<file path="src/rtl/sd_access_scheduler.sv">
// Arbitrates the SD SPI controller between logging writes, FC reads and shutdown drain.
// A grant decided in IDLE/DRAIN becomes a one-cycle start pulse on the next cycle; one op is outstanding at a time.
module sd_access_scheduler #(
  parameter int          SECTOR_BYTES     = 512,
  parameter logic [31:0] START_SECTOR     = 32'd2048,
  parameter int          MAX_CONSEC_READS = 4,
  parameter int          TIMEOUT_CYCLES   = 10_500_000
) (
  input  logic        clk210_p,
  input  logic        reset_p,
  input  logic        sd_init_done_p,
  input  logic [15:0] wr_fifo_count_p,
  input  logic        rd_req_p,
  input  logic        shutdown_req_p,
  input  logic        sd_op_done_p,
  input  logic        sd_op_error_p,
  output logic        sd_op_start_p,
  output logic [1:0]  sd_op_type_p,
  output logic [31:0] sd_op_addr_p,
  output logic [31:0] sd_sectors_written_p,
  output logic [31:0] sd_sectors_read_p,
  output logic [1:0]  shutdown_ready_p,
  output logic        timeout_flag_p,
  output logic [15:0] sched_status_p
);

  typedef enum logic [2:0] {
    S_WAIT_INIT = 3'd0,
    S_IDLE      = 3'd1,
    S_ISSUE     = 3'd2,
    S_BUSY      = 3'd3,
    S_DRAIN     = 3'd4,
    S_HALT      = 3'd5,
    S_FAULT     = 3'd6
  } state_e;

  localparam logic [1:0] OP_NONE = 2'b00;
  localparam logic [1:0] OP_WR   = 2'b01;
  localparam logic [1:0] OP_RD   = 2'b10;

  localparam int             WD_W    = $clog2(TIMEOUT_CYCLES + 1);
  localparam logic [WD_W-1:0] WD_LAST = WD_W'(TIMEOUT_CYCLES - 1);
  localparam int             CR_W    = $clog2(MAX_CONSEC_READS + 1);
  localparam logic [CR_W-1:0] CR_MAX  = CR_W'(MAX_CONSEC_READS);

  state_e          state_q, state_d;
  logic [1:0]      op_type_q, op_type_d;
  logic [31:0]     op_addr_q, op_addr_d;
  logic [31:0]     wr_ptr_q, wr_ptr_d;
  logic [31:0]     rd_ptr_q, rd_ptr_d;
  logic [CR_W-1:0] consec_q, consec_d;
  logic            rd_pend_q, rd_pend_d;
  logic            rd_ovf_q, rd_ovf_d;
  logic            rd_und_q, rd_und_d;
  logic [7:0]      err_cnt_q, err_cnt_d;
  logic            timeout_q, timeout_d;
  logic            from_drain_q, from_drain_d;
  logic [WD_W-1:0] wd_q, wd_d;

  logic wr_elig, rd_elig, draining, done_ok, done_err;

  assign wr_elig  = wr_fifo_count_p >= 16'(SECTOR_BYTES);
  assign rd_elig  = rd_pend_q && ((consec_q < CR_MAX) || !wr_elig);
  assign done_ok  = (state_q == S_BUSY) && sd_op_done_p && !sd_op_error_p;
  assign done_err = (state_q == S_BUSY) && sd_op_done_p && sd_op_error_p;
  assign draining = (state_q == S_DRAIN) ||
                    (((state_q == S_ISSUE) || (state_q == S_BUSY)) && from_drain_q);

  always_comb begin
    state_d      = state_q;
    op_type_d    = op_type_q;
    op_addr_d    = op_addr_q;
    wr_ptr_d     = wr_ptr_q;
    rd_ptr_d     = rd_ptr_q;
    consec_d     = consec_q;
    rd_pend_d    = rd_pend_q;
    rd_ovf_d     = rd_ovf_q;
    rd_und_d     = rd_und_q;
    err_cnt_d    = err_cnt_q;
    timeout_d    = timeout_q;
    from_drain_d = from_drain_q;
    wd_d         = wd_q;

    case (state_q)
      S_WAIT_INIT: begin
        if (sd_init_done_p) state_d = S_IDLE;
      end
      S_IDLE: begin
        if (!sd_init_done_p) begin
          state_d = S_WAIT_INIT;
        end else if (shutdown_req_p) begin
          state_d = S_DRAIN;
        end else if (rd_elig) begin
          if (rd_ptr_q == wr_ptr_q) begin
            rd_pend_d = 1'b0;
            rd_und_d  = 1'b1;
          end else begin
            op_type_d = OP_RD;
            op_addr_d = START_SECTOR + rd_ptr_q;
            wd_d      = '0;
            state_d   = S_ISSUE;
          end
        end else if (wr_elig) begin
          op_type_d = OP_WR;
          op_addr_d = START_SECTOR + wr_ptr_q;
          wd_d      = '0;
          state_d   = S_ISSUE;
        end
      end
      S_ISSUE: begin
        wd_d    = wd_q + WD_W'(1);
        state_d = S_BUSY;
      end
      S_BUSY: begin
        if (sd_op_done_p) begin
          op_type_d    = OP_NONE;
          from_drain_d = 1'b0;
          state_d      = (from_drain_q || shutdown_req_p) ? S_DRAIN : S_IDLE;
          if (done_ok && (op_type_q == OP_WR)) begin
            wr_ptr_d = wr_ptr_q + 32'd1;
            consec_d = '0;
          end else if (done_ok) begin
            rd_ptr_d  = rd_ptr_q + 32'd1;
            rd_pend_d = 1'b0;
            if (consec_q < CR_MAX) consec_d = consec_q + CR_W'(1);
          end else if (done_err && (err_cnt_q != 8'hFF)) begin
            err_cnt_d = err_cnt_q + 8'd1;
          end
        end else if (wd_q == WD_LAST) begin
          timeout_d = 1'b1;
          op_type_d = OP_NONE;
          state_d   = S_FAULT;
        end else begin
          wd_d = wd_q + WD_W'(1);
        end
      end
      S_DRAIN: begin
        if (!sd_init_done_p) begin
          state_d = S_WAIT_INIT;
        end else if (wr_elig) begin
          op_type_d    = OP_WR;
          op_addr_d    = START_SECTOR + wr_ptr_q;
          wd_d         = '0;
          from_drain_d = 1'b1;
          state_d      = S_ISSUE;
        end else begin
          state_d = S_HALT;
        end
      end
      S_HALT: begin
        if (!sd_init_done_p)     state_d = S_WAIT_INIT;
        else if (!shutdown_req_p) state_d = S_IDLE;
      end
      default: state_d = S_FAULT;
    endcase

    // A read completing this cycle frees the request slot, so a pulse landing on it is kept.
    if (state_q == S_DRAIN) begin
      rd_pend_d = 1'b0;
    end else if (rd_req_p && !draining) begin
      if (rd_pend_q && !(done_ok && (op_type_q == OP_RD))) rd_ovf_d  = 1'b1;
      else                                                 rd_pend_d = 1'b1;
    end
  end

  always_ff @(posedge clk210_p or negedge reset_p) begin
    if (!reset_p) begin
      state_q      <= S_WAIT_INIT;
      op_type_q    <= OP_NONE;
      op_addr_q    <= '0;
      wr_ptr_q     <= '0;
      rd_ptr_q     <= '0;
      consec_q     <= '0;
      rd_pend_q    <= 1'b0;
      rd_ovf_q     <= 1'b0;
      rd_und_q     <= 1'b0;
      err_cnt_q    <= '0;
      timeout_q    <= 1'b0;
      from_drain_q <= 1'b0;
      wd_q         <= '0;
    end else begin
      state_q      <= state_d;
      op_type_q    <= op_type_d;
      op_addr_q    <= op_addr_d;
      wr_ptr_q     <= wr_ptr_d;
      rd_ptr_q     <= rd_ptr_d;
      consec_q     <= consec_d;
      rd_pend_q    <= rd_pend_d;
      rd_ovf_q     <= rd_ovf_d;
      rd_und_q     <= rd_und_d;
      err_cnt_q    <= err_cnt_d;
      timeout_q    <= timeout_d;
      from_drain_q <= from_drain_d;
      wd_q         <= wd_d;
    end
  end

  always_comb begin
    shutdown_ready_p = 2'b00;
    if ((state_q == S_HALT) || (state_q == S_FAULT)) shutdown_ready_p = 2'b11;
    else if (draining)                               shutdown_ready_p = 2'b01;
  end

  assign sd_op_start_p        = (state_q == S_ISSUE);
  assign sd_op_type_p         = op_type_q;
  assign sd_op_addr_p         = op_addr_q;
  assign sd_sectors_written_p = wr_ptr_q;
  assign sd_sectors_read_p    = rd_ptr_q;
  assign timeout_flag_p       = timeout_q;
  assign sched_status_p       = {err_cnt_q, 2'b00, rd_und_q, rd_ovf_q, rd_pend_q, state_q};

endmodule
</file>
<file path="config.mk">
export PLATFORM = sky130hd
export DESIGN_NAME = sd_access_scheduler
export DESIGN_NICKNAME = d
export VERILOG_FILES = /design/src/rtl/sd_access_scheduler.sv
export SDC_FILE = /design/constraint.sdc
export NUM_CORES = 1
export LEC_CHECK = 0
export BUFFER_PORTS_ARGS = -buffer_cell sky130_fd_sc_hd__buf_2
export CELL_PAD_IN_SITES_DETAIL_PLACEMENT = 0
export CELL_PAD_IN_SITES_GLOBAL_PLACEMENT = 2
export CORE_MARGIN = 2
export CORE_UTILIZATION = 34
export DETAILED_ROUTE_END_ITERATION = 10
export HOLD_SLACK_MARGIN = 0.02
export PLACE_DENSITY_LB_ADDON = 0.1
export SKIP_LAST_GASP = 1
export SLEW_MARGIN = 20
export SYNTH_ARGS = -nofsm -noshare
export SYNTH_HDL_FRONTEND = slang
export SYNTH_SLANG_ARGS = --single-unit
</file>
<file path="constraint.sdc">
create_clock -name clk210_p -period 3.1 [get_ports clk210_p]
set_input_delay 0.31 -clock clk210_p [delete_from_list [all_inputs] [get_ports clk210_p]]
set_output_delay 0.31 -clock clk210_p [all_outputs]
set_load 0.01 [all_outputs]
</file>
==> After elaboration in Yosys (flattened, before gate mapping) <==
Cells that the tools add are included.
{ "word_totals": {"output_inout_bits": 118, "inputBits": 23, "latchBits": 0, "ff_bits": 141, "ramBits": 0, "word_cells": 148, "rom_bits": 0, "n_memories": 0} }
{ "op_classes": {"n_addsub": 7, "muxes": 59, "reduce_logical": 38, "n_eq_ne": 24, "bitwise_logic": 5, "n_div": 0, "magnitude_cmp": 2, "mul": 0, "shifts": 0} }
{ "ops": {"columns": ["cell", "count"], "rows": [
  ["$mux 24", 8],
  ["$mux 32", 6],
  ["$pmux 24 s4", 1],
  ["$add 12x32->32 const A", 2],
  ["$add 32x1->32 const B", 2],
  ["$pmux 32 s2", 1],
  ["$mux 3", 16],
  ["$eq 32x32->1", 1],
  ["$add 24x1->24 const B", 1],
  ["$eq 24x24->1 const B", 1],
  ["$reduce_and 5->1", 4],
  ["$mux 2", 9],
  ["$pmux 3 s6", 1],
  ["$ge 16x10->1 const B", 1],
  ["$ne 2x2->1 const B", 8],
  ["$mux 1", 14],
  ["$reduce_and 4->1", 3],
  ["$logic_and 1x1->1", 10],
  ["$ne 5x5->1 const B", 2],
  ["$eq 3x3->1 const B", 3],
  ["$reduce_and 3->1", 3],
  ["$add 8x1->8 const B", 1],
  ["$ne 8x8->1 const B", 1],
  ["$reduce_bool 2->1", 4],
  ["18 further kinds", 32]
]} }

==> Depth between registers and ports, before layout <==
Gate-level depths: netlist (run 1).
{ "logic_depth": {"word_depth": 11, "mapped_depth": 9, "mapped_depth_nobuf": 7} }

==> Worst setup path after synthesis (run 1) <==
No wires, ideal clock.
{ "synth_path": {"kind": "input to register", "from": "input wr_fifo_count_p[12]", "to": "register op_type_q[1] (netlist: sd_op_type_p[1])", "t_required_ns": 2.974, "cell_stages": 6, "slack_ns": 0.417, "path_buffers": 0, "setup_ns": 0.126, "t_arrival_ns": 2.556, "cell_sequence": "or4_4 -> or4_4 -> a2111o_1 -> or3_4 -> and3_1 -> a311o_1"} }
{ "synth_between": {"elab_chain_len": 8} }
{ "synth_lines": {"columns": ["element", "line", "source"], "rows": [
  ["from (decl)", "12", "input logic [15:0] wr_fifo_count_p,"],
  ["$ge 16x10->1 (*)", "62", "assign wr_elig = wr_fifo_count_p >= 16'(SECTOR_BYTES);"],
  ["$logic_not 1->1", "63", "assign rd_elig = rd_pend_q && ((consec_q < CR_MAX) || !wr_elig);"],
  ["$logic_or 1x1->1", "63", null],
  ["$logic_and 1x1->1", "63", null],
  ["$mux 2", "93", "end else if (rd_elig) begin"],
  ["$mux 2", "91", "end else if (shutdown_req_p) begin"],
  ["$mux 2", "89", "if (!sd_init_done_p) begin"],
  ["$pmux 2 s3", "84", "case (state_q)"],
  ["to (signal assigned)", "183", "op_type_q <= op_type_d;"],
  ["to (decl)", "47", "logic [1:0] op_type_q, op_type_d;"]
]} }
Every way passes the cells marked *; elsewhere a longest branch is shown, timed or not. The select of a mux whose other input is x is not followed.
A chain may end at the register's enable or synchronous reset.

==> Worst setup path in the final report (run 1) <==
{ "layout_path": {"from": "register wr_ptr_q[3] (netlist: sd_sectors_written_p[3])", "to": "register op_addr_q[8] (netlist: sd_op_addr_p[8])"} }
{ "layout_between": {"elab_chain_len": 6} }
{ "layout_lines": {"columns": ["element", "line", "source"], "rows": [
  ["from (decl)", "49", "logic [31:0] wr_ptr_q, wr_ptr_d;"],
  ["from (signal assigned)", "185", "wr_ptr_q <= wr_ptr_d;"],
  ["$add 12x32->32", "105, 142", null],
  ["$mux 32", "103, 140", null],
  ["$mux 32", "93", null],
  ["$mux 32", "91", null],
  ["$mux 32", "89", null],
  ["$pmux 32 s2", "84", null],
  ["to (signal assigned)", "184", "op_addr_q <= op_addr_d;"],
  ["to (decl)", "48", "logic [31:0] op_addr_q, op_addr_d;"]
]} }
Parallel ways exist; a longest one is shown, timed or not. The select of a mux whose other input is x is not followed.

==> results of run 1 <==
-- sequential cells by signal, summed over array words and instances (netlist names), 2 cells and up --
name                  flops
wd_q                     24
state_q                   3
err_cnt_q                 8
consec_q                  3
sd_sectors_read_p        32
sd_op_addr_p             32
sd_op_type_p              2
sd_sectors_written_p     32
-- metal layers --
layer | GRT usage | vias to the layer above | part of all wire
li1 | - | 3325 | -
met1 | 0.307 | 3334 | 0.48
met2 | 0.345 | 151 | 0.47
met3 | 0.0383 | 11 | 0.041
met4 | 0.0364 | 0 | 0.0058
met5 | 0 | - | 0
-- cell usage after synthesis, types with 18 or more instances --
master	instances
dfrtp_1	141
nor2_1	79
nand2_1	78
xor2_1	72
xnor2_1	65
clkbuf_1	56
a21oi_1	40
nand3_1	39
nor3_1	28
nand4_1	27
o21ai_0	24
a31oi_1	18
-- final cells by class --
| cell class | instances | area [µm²] | share of cell area |
|---|---|---|---|
| Multi-Input combinational cell | 645 | 4130 | 0.425 |
| Sequential cell | 141 | 3530 | 0.364 |
| Timing Repair Buffer | 178 | 1030 | 0.107 |
| Clock buffer | 18 | 429 | 0.0442 |
| Tap cell | 313 | 392 | 0.0404 |
| Clock inverter | 14 | 136 | 0.0141 |
| Inverter | 15 | 56.3 | 0.00580 |
-- per-stage QoR --
step	setup slack, ns	hold WS, ns	total power, W
2_1_floorplan	0.417	0.0144	0.00407
5_1_grt	0.287	0.224	0.00752
6_report	0.444	0.214	0.00705
3_5_place_dp	0.211	0.377	0.00508
3_3_place_gp	0.230	0.374	0.00508
4_1_cts	0.455	0.218	0.00710
-- power groups by stage --
| stage | Combinational, W | Sequential [W] | Clock (W) |
|---|---|---|---|
| finish | 0.00252 | 0.00253 | 0.00201 |
| global route | 0.00281 | 0.00259 | 0.00213 |
| CTS | 0.00253 | 0.00253 | 0.00204 |
| detailed placement | 0.00252 | 0.00257 | 0 |
| global placement | 0.00251 | 0.00258 | 0 |
| floorplan | 0.00149 | 0.00258 | 0 |
-- cells by family after synthesis --
family	share of synthesized area
buffers and inverters	0.0413
flip-flops	0.443
XOR/XNOR	0.151
other	0.000471
AO/OA/AOI/OAI	0.134
multiplexers	0.00691
AND/OR/NAND/NOR	0.213
adder cells (fa/ha/maj)	0.0110
-- tightest hold or removal path, stage by stage --
cell and delay, ns:
buf_2 0.09, a31oi_1 0.07, a21oi_1 0.12
-- how the worst min path moves through the flow --
stage / from / to / slack (ns)
floorplan: reset_p / consec_q[0]$_DFFE_PN0P_ / 0.01
global placement: reset_p / wd_q[23]$_DFFE_PN0P_ / 0.37
detailed placement: reset_p / wd_q[22]$_DFFE_PN0P_ / 0.38
CTS: rd_req_p / rd_pend_q$_DFF_PN0_ / 0.22
global route: rd_req_p / rd_pend_q$_DFF_PN0_ / 0.22
finish: rd_req_p / rd_pend_q$_DFF_PN0_ / 0.21
-- timing repair --
action                     in CTS  in global routing
setup endpoints to repair       0                  0
hold endpoints to repair       66                  0
hold buffers                    1                  0
==> flow_summary.toml, run 1 <==
[route]
drc_errors = 0
routedWlPerCell_um = 19.3
ant_nets = 0
via_per_inst = 5.15
drt_pass1_iterations = 5
routed_wl_um = 25600
initialDrtViolationCount = 334
routed-via-count = 6821

[global_route]
grt_max_degree = 70
grt_pass1_vias = 6660
grtUsageTotal = 0.215
antenna_found_initial = 0
grt_pass1_wl_um = 40100
grt_overflow_total = 0

[critical_path]
cp_common_cell = "buf_4"
r2r_cells = 8
r2r-end = "sd_op_addr_p[8]$_DFFE_PN0P_"
path_buf_inv = 2
critical_path.top_delay_family = "simple AND/OR/NAND/NOR gates"
worstReg2RegStart = "sd_sectors_written_p[3]$_DFFE_PN0P_"
crit_chain = "xor2_1 -> nor4_1 -> nand4_1 -> buf_4 -> nor4_4 -> nor2_2 -> buf_4 -> o22a_1"
worstPathArrival_ns = 2.98
crit_fanout = 18
crit_start = "sd_sectors_written_p[3]$_DFFE_PN0P_"
critPathCaptureType = "register"
critPathKind = "register to register"
r2r_setup_slack_ns = 0.44
slowest_stage = "nor4_1"
cp.required_ns = 3.43
timing.critical_path.to = "sd_op_addr_p[8]$_DFFE_PN0P_"
crit_cells = 8
critPathMaxStageDelay_ns = 0.51
cp-start-kind = "register"

[cells_and_area]
nets = 1028
layout-drive-gt1-share = 0.222
n_antenna_cell = 0
final_area_um2 = 9700
utilization = 0.425
n_fill_cell = 2388
final_common_cell = "dfrtp_1"
final_cells = 1324
final_cell_mix = "141 x dfrtp_1, 128 x buf_2, 79 x nor2_1"
areaGrowthSynthToFinish_pct = 21.8

[sta]
slew_viol_final = 0
tns_ns = 0
rsz0062_at_grt = "false"
fin_crit_ns = 2.66
max_freq_ghz = 0.377
tightestPinTransition_ns = 0.698
fin_crit_sh = 0.857
maxSlewHeadroom = 0.535
timing.final.hold_violations = 0
setup_viol = 0
skew_ns = 0.0164

[floorplanning]
die_area_um2 = 24700
die_w_um = 157
num_rows = 55
die_h_um = 157
coreArea_um2 = 22800
ios = 141
start_util = 0.349

[power_and_ir_drop]
vdd_ir_drop_max_uv = 341
pwr-share-seq = 0.359
clockPowerShare = 0.284
p_leak_nw = 4.63
p_per_area_nw_per_um2 = 727
p_int_w = 0.00434
p_switching_w = 0.00271
p_comb_frac = 0.357
swShare = 0.385

[outcome]
status = "completed"

[min_path]
holdPathStages = 3
hold_path.class = "input pin to register"

[logic_synthesis]
synth-seq-cells = 141
synth-main-ff-cell = "dfrtp_1"
synth_edf_count = 0
netlist_instances = 866
synthArstFlopShare = 1.00
ys_types = 68
ys_warn_count = 0
yosysTopAreaCellShare = 0.443
syn_area_um2 = 7960
yosys-top-cells-area = "dfrtp_1 44%, xor2_1 7.9%, xnor2_1 7.1%"
synth_top_cell_by_area = "dfrtp_1"
ys_seq_area_frac = 0.443
synth_area_per_cell_um2 = 9.19

[clock_network]
clockBufferDepth = 2
root_buffer = "clkbuf_16"
cts.htree.levels = 4
clock-sinks = 141
cts_buffers = 17
postCtsSetupRepairBufs = 0
cts_resized = 0
clk_pin_slew_worst_paths_ns = 0.07
cts_tree = "built"
insertion_delay_ns = 0.44

[placed_design]
io_buffers = 129
dpl.cell_count = 1291
place_area_um2 = 9130
dp_hpwl_um = 18700
finalWeightedCongestion = 0.808

[job]
drv_cap = 0
No activity file was read; power rests on OpenSTA's default activity.
==> inputs of run 2 (changes only) <==
--- a/config.mk
+++ b/config.mk
@@ -5,10 +5,9 @@
 export SDC_FILE = /design/constraint.sdc
 export NUM_CORES = 1
 export LEC_CHECK = 0
-export BUFFER_PORTS_ARGS = -buffer_cell sky130_fd_sc_hd__buf_2
+export BUFFER_PORTS_ARGS = -buffer_cell sky130_fd_sc_hd__clkbuf_2
 export CELL_PAD_IN_SITES_DETAIL_PLACEMENT = 0
 export CELL_PAD_IN_SITES_GLOBAL_PLACEMENT = 2
-export CORE_MARGIN = 2
 export CORE_UTILIZATION = 34
 export DETAILED_ROUTE_END_ITERATION = 10
 export HOLD_SLACK_MARGIN = 0.02
==> flow_summary.toml, run 2 (synthesized netlist as in run 1, its figures left out) <==
[sta]
fin_crit_sh = 0.847
skew_ns = 0.0178
rsz0062_at_grt = "false"
fin_crit_ns = 2.63
setup_viol = 0
max_freq_ghz = 0.381
maxSlewHeadroom = 0.566
slew_viol_final = 0
tightestPinTransition_ns = 0.646
timing.final.hold_violations = 0
tns_ns = 0

[clock_network]
insertion_delay_ns = 0.42
root_buffer = "clkbuf_16"
postCtsSetupRepairBufs = 0
clk_pin_slew_worst_paths_ns = 0.07
clock-sinks = 141
hold_buffers = 1
cts.htree.levels = 4
cts_resized = 0
clockBufferDepth = 2
cts_buffers = 17
cts_tree = "built"

[global_route]
grt_pass1_vias = 6716
grtUsageTotal = 0.218
grt_use_met1 = 0.298
met3_usage = 0.0418
antenna_found_initial = 0
grt_pass1_wl_um = 39900
busiest_layer = "met2"
grt_max_degree = 80
gr-usage-met2 = 0.353
grt_overflow_total = 0

[route]
drt_pass1_iterations = 5
via_per_inst = 5.24
routedWlPerCell_um = 19.3
initialDrtViolationCount = 399
routed-via-count = 6901
drc_errors = 0
ant_nets = 0
routed_wl_um = 25400

[critical_path]
cp.required_ns = 3.40
crit_fanout = 28
worstPathArrival_ns = 2.93
cp-start-kind = "register"
critPathKind = "register to register"
critPathCaptureType = "register"

[placed_design]
finalWeightedCongestion = 0.844
dpl.cell_count = 1283
io_buffers = 129
dp_hpwl_um = 18500

[cells_and_area]
final_cells = 1316
n_antenna_cell = 0
nets = 1020
final_cell_mix = "141 x dfrtp_1, 128 x clkbuf_2, 79 x nor2_1"
areaGrowthSynthToFinish_pct = 21.6
final_common_cell = "dfrtp_1"
layout-drive-gt1-share = 0.214

[floorplanning]
ios = 141
die_h_um = 155
start_util = 0.350
coreArea_um2 = 22800
die_area_um2 = 24000
die_w_um = 155
num_rows = 55

[power_and_ir_drop]
vdd_ir_drop_max_uv = 391
p_leak_nw = 4.55
p_per_area_nw_per_um2 = 736
power_w = 0.00713

[min_path]
hold_path.class = "input pin to register"

[outcome]
status = "completed"

[job]
drv_cap = 0
run 2: changes by cell type in the layout (fill, tap and decap cells not counted), moves of 2 or more:
| cell | before | now |
|---|---|---|
| buf_4 | 47 | 37 |
| clkbuf_2 | 0 | 128 |
| buf_12 | 1 | 3 |
| buf_2 | 128 | 0 |
run 2: path summary, 6_finish.rpt:
path,start,end,slack [ns],cells past startpoint
setup / recovery,sd_sectors_written_p[23]$_DFFE_PN0P_,sd_op_addr_p[2]$_DFFE_PN0P_,0.47,7
hold / removal,rd_req_p,rd_pend_q$_DFF_PN0_,0.22,3
setup reg to reg,sd_sectors_written_p[23]$_DFFE_PN0P_,sd_op_addr_p[2]$_DFFE_PN0P_,0.47,7
hold reg to reg,rd_und_q$_DFFE_PN0P_,rd_und_q$_DFFE_PN0P_,0.47,1
max in group asynchronous,reset_p,err_cnt_q[6]$_DFFE_PN0P_,1.72,3
min in group asynchronous,reset_p,wd_q[22]$_DFFE_PN0P_,0.47,2
run 2: critical path, stage by stage (launching register included):
cell,delay [ns]
dfrtp_1,0.47
xor2_1,0.20
nor4_1,0.36
nand4_1,0.39
nor4_4,0.49
nor2_2,0.07
buf_4,0.26
o22a_1,0.24
run 2: area by class of cell:
cell class / count / area, µm²
clock inverters: 14 / 160
well taps: 313 / 392
multi-input cells: 645 / 4120
fillers: 2306 / 13100
clock buffers: 18 / 429
inverters: 15 / 56.3
flip-flops and latches: 141 / 3530
repair buffers: 170 / 1000
run 2: metal layers:
metal | wire length (µm) | part of all wire
met5 | 0 | 0
met4 | 326 | 0.013
met3 | 1050 | 0.041
met2 | 12400 | 0.49
met1 | 11700 | 0.46
run 2: power by group:
part | switching, W | leakage [nW] | internal (W)
Sequential | 0.000380 | 1.85 | 0.00217
Clock | 0.000868 | 0.274 | 0.00120
Combinational | 0.00146 | 2.43 | 0.00104
run 2: per-stage QoR:
| step | setup WS (ns) | area, µm² | hold slack [ns] | utilization |
|---|---|---|---|---|
| floorplan | 0.417 | 7970 | 0.0144 | - |
| global placement | 0.258 | 9080 | 0.336 | 0.399 |
| detailed placement | 0.211 | 9080 | 0.342 | 0.399 |
| CTS | 0.500 | 9680 | 0.218 | 0.425 |
| global route | 0.273 | 9680 | 0.229 | 0.425 |
| finish | 0.475 | 9680 | 0.220 | 0.425 |
==> inputs of run 3 (changes only) <==
==> constraint.sdc (replaced) <==
create_clock -name clk210_p -period 2.5 [get_ports clk210_p]
set_input_delay 0.25 -clock clk210_p [delete_from_list [all_inputs] [get_ports clk210_p]]
set_output_delay 0.25 -clock clk210_p [all_outputs]
set_load 0.01 [all_outputs]
==> flow_summary.toml, run 3 (synthesized netlist as in run 1, its figures left out) <==
[outcome]
status = "completed"

[cells_and_area]
final_cell_mix = "138 x dfrtp_1, 128 x clkbuf_2, 97 x buf_4"
final_common_cell = "dfrtp_1"
layout-drive-gt1-share = 0.269
final_cells = 1379
seqCellArea_um2 = 3530
n_antenna_cell = 0
multi_input_area_um2 = 4200
utilization = 0.450
final_area_um2 = 10200
n_fill_cell = 2261
areaGrowthSynthToFinish_pct = 28.6
nets = 1083

[clock_network]
cts_buffers = 17
root_buffer = "clkbuf_16"
cts.htree.levels = 4
clockBufferDepth = 2
clock-sinks = 141
insertion_delay_ns = 0.43
clk_pin_slew_worst_paths_ns = 0.07
cts_tree = "built"

[critical_path]
critPathCaptureType = "register"
r2r_setup_slack_ns = 0.06
r2r-end = "sd_op_addr_p[21]$_DFFE_PN0P_"
worstPathArrival_ns = 2.78
crit_fanout = 11
r2r_cells = 9
crit_start = "sd_sectors_read_p[7]$_DFFE_PN0P_"
cp.required_ns = 2.85
worstReg2RegStart = "sd_sectors_read_p[7]$_DFFE_PN0P_"
critPathKind = "register to register"
cp-start-kind = "register"

[placed_design]
dpl.cell_count = 1343
dp_hpwl_um = 19600
finalWeightedCongestion = 0.831
place_ws_ns = -0.270
place_area_um2 = 9560
io_buffers = 129

[route]
routed-via-count = 7200
routed_wl_um = 26800
ant_nets = 0
via_per_inst = 5.22
drc_errors = 0
routedWlPerCell_um = 19.5
drt_pass1_iterations = 5
initialDrtViolationCount = 384

[sta]
timing.final.hold_violations = 0
tightestPinTransition_ns = 0.493
fin_crit_ns = 2.44
skew_ns = 0.0128
setup_viol = 0
maxSlewHeadroom = 0.667
max_freq_ghz = 0.411
fin_crit_sh = 0.974
fin_ws_ns = 0.0649
slew_viol_final = 0
finalHoldWorstSlack_ns = 0.154

[power_and_ir_drop]
vdd_ir_drop_max_uv = 425
p_per_area_nw_per_um2 = 903
p_leak_nw = 4.89

[global_route]
grt_pass1_wl_um = 41500
grt_max_degree = 63
grtUsageTotal = 0.227
antenna_found_initial = 0
grt_pass1_vias = 7132
grt_overflow_total = 0

[job]
drv_cap = 0

[min_path]
whs_endpoint = "rd_pend_q$_DFF_PN0_"
hold_path.class = "input pin to register"
min-delay-start = "rd_req_p"
holdPathStages = 3

[floorplanning]
start_util = 0.350
num_rows = 55
die_w_um = 155
die_area_um2 = 24000
die_h_um = 155
coreArea_um2 = 22800
ios = 141
[run 3: worst max path at each step]
stage | cells past startpoint | end | slack (ns)
final | 9 | sd_op_addr_p[21]$_DFFE_PN0P_ | 0.06
after floorplan | 6 | sd_op_type_p[1]$_DFFE_PN0P_ | -0.08
after global placement | 8 | sd_op_addr_p[2]$_DFFE_PN0P_ | -0.23
after detailed placement | 8 | sd_op_addr_p[2]$_DFFE_PN0P_ | -0.27
after global routing | 9 | sd_op_addr_p[21]$_DFFE_PN0P_ | -0.03
after CTS | 7 | sd_op_addr_p[0]$_DFFE_PN0P_ | 0.007
[run 3: stage by stage]
step	power, W	TNS (ns)
floorplan	0.00507	-0.920
global placement	0.00649	-9.29
detailed placement	0.00658	-12.41
CTS	0.00928	0
global route	0.00979	-0.137
finish	0.00925	0
[run 3: cell type report]
type,instances,area share
clock inverters,12,0.0158
repair buffers,231,0.144
inverters,15,0.00550
clock buffers,20,0.0426
multi-input cells,647,0.410
flip-flops and latches,141,0.345
well taps,313,0.0382
[run 3: repair_timing]
item / CTS / global route
gates cloned: 0 / 2
pin swaps: 0 / 7
hold buffers: 1 / 0
endpoints found under the hold margin: 43 / 0
setup endpoints to repair: 22 / 45
buffers inserted: 0 / 1
gates resized for setup: 2 / 12
[run 3: metal layers]
metal	global-route usage	share of wire	wire (µm)	vias up
met5	0	0	0	-
met1	0.312	0.46	12300	3572
met4	0.0509	0.0087	233	0
li1	-	-	-	3421
met3	0.0370	0.046	1240	13
met2	0.373	0.49	13000	194
[run 3: power breakdown]
group | total (W) | internal (W) | switching [W] | leakage, nW
clock network | 0.00266 | 0.00158 | 0.00108 | 0.282
registers | 0.00311 | 0.00270 | 0.000417 | 1.85
logic | 0.00347 | 0.00151 | 0.00197 | 2.76
total | 0.00925 | 0.00578 | 0.00346 | 4.89
[run 3: worst max-delay path, cell delays in order, from the launching register on]
cell,delay (ns)
dfrtp_1,0.41
xor2_2,0.20
nor4_2,0.36
nand4_1,0.24
buf_4,0.22
nor4_4,0.29
buf_4,0.20
nor2_1,0.07
buf_4,0.18
a2bb2oi_1,0.16
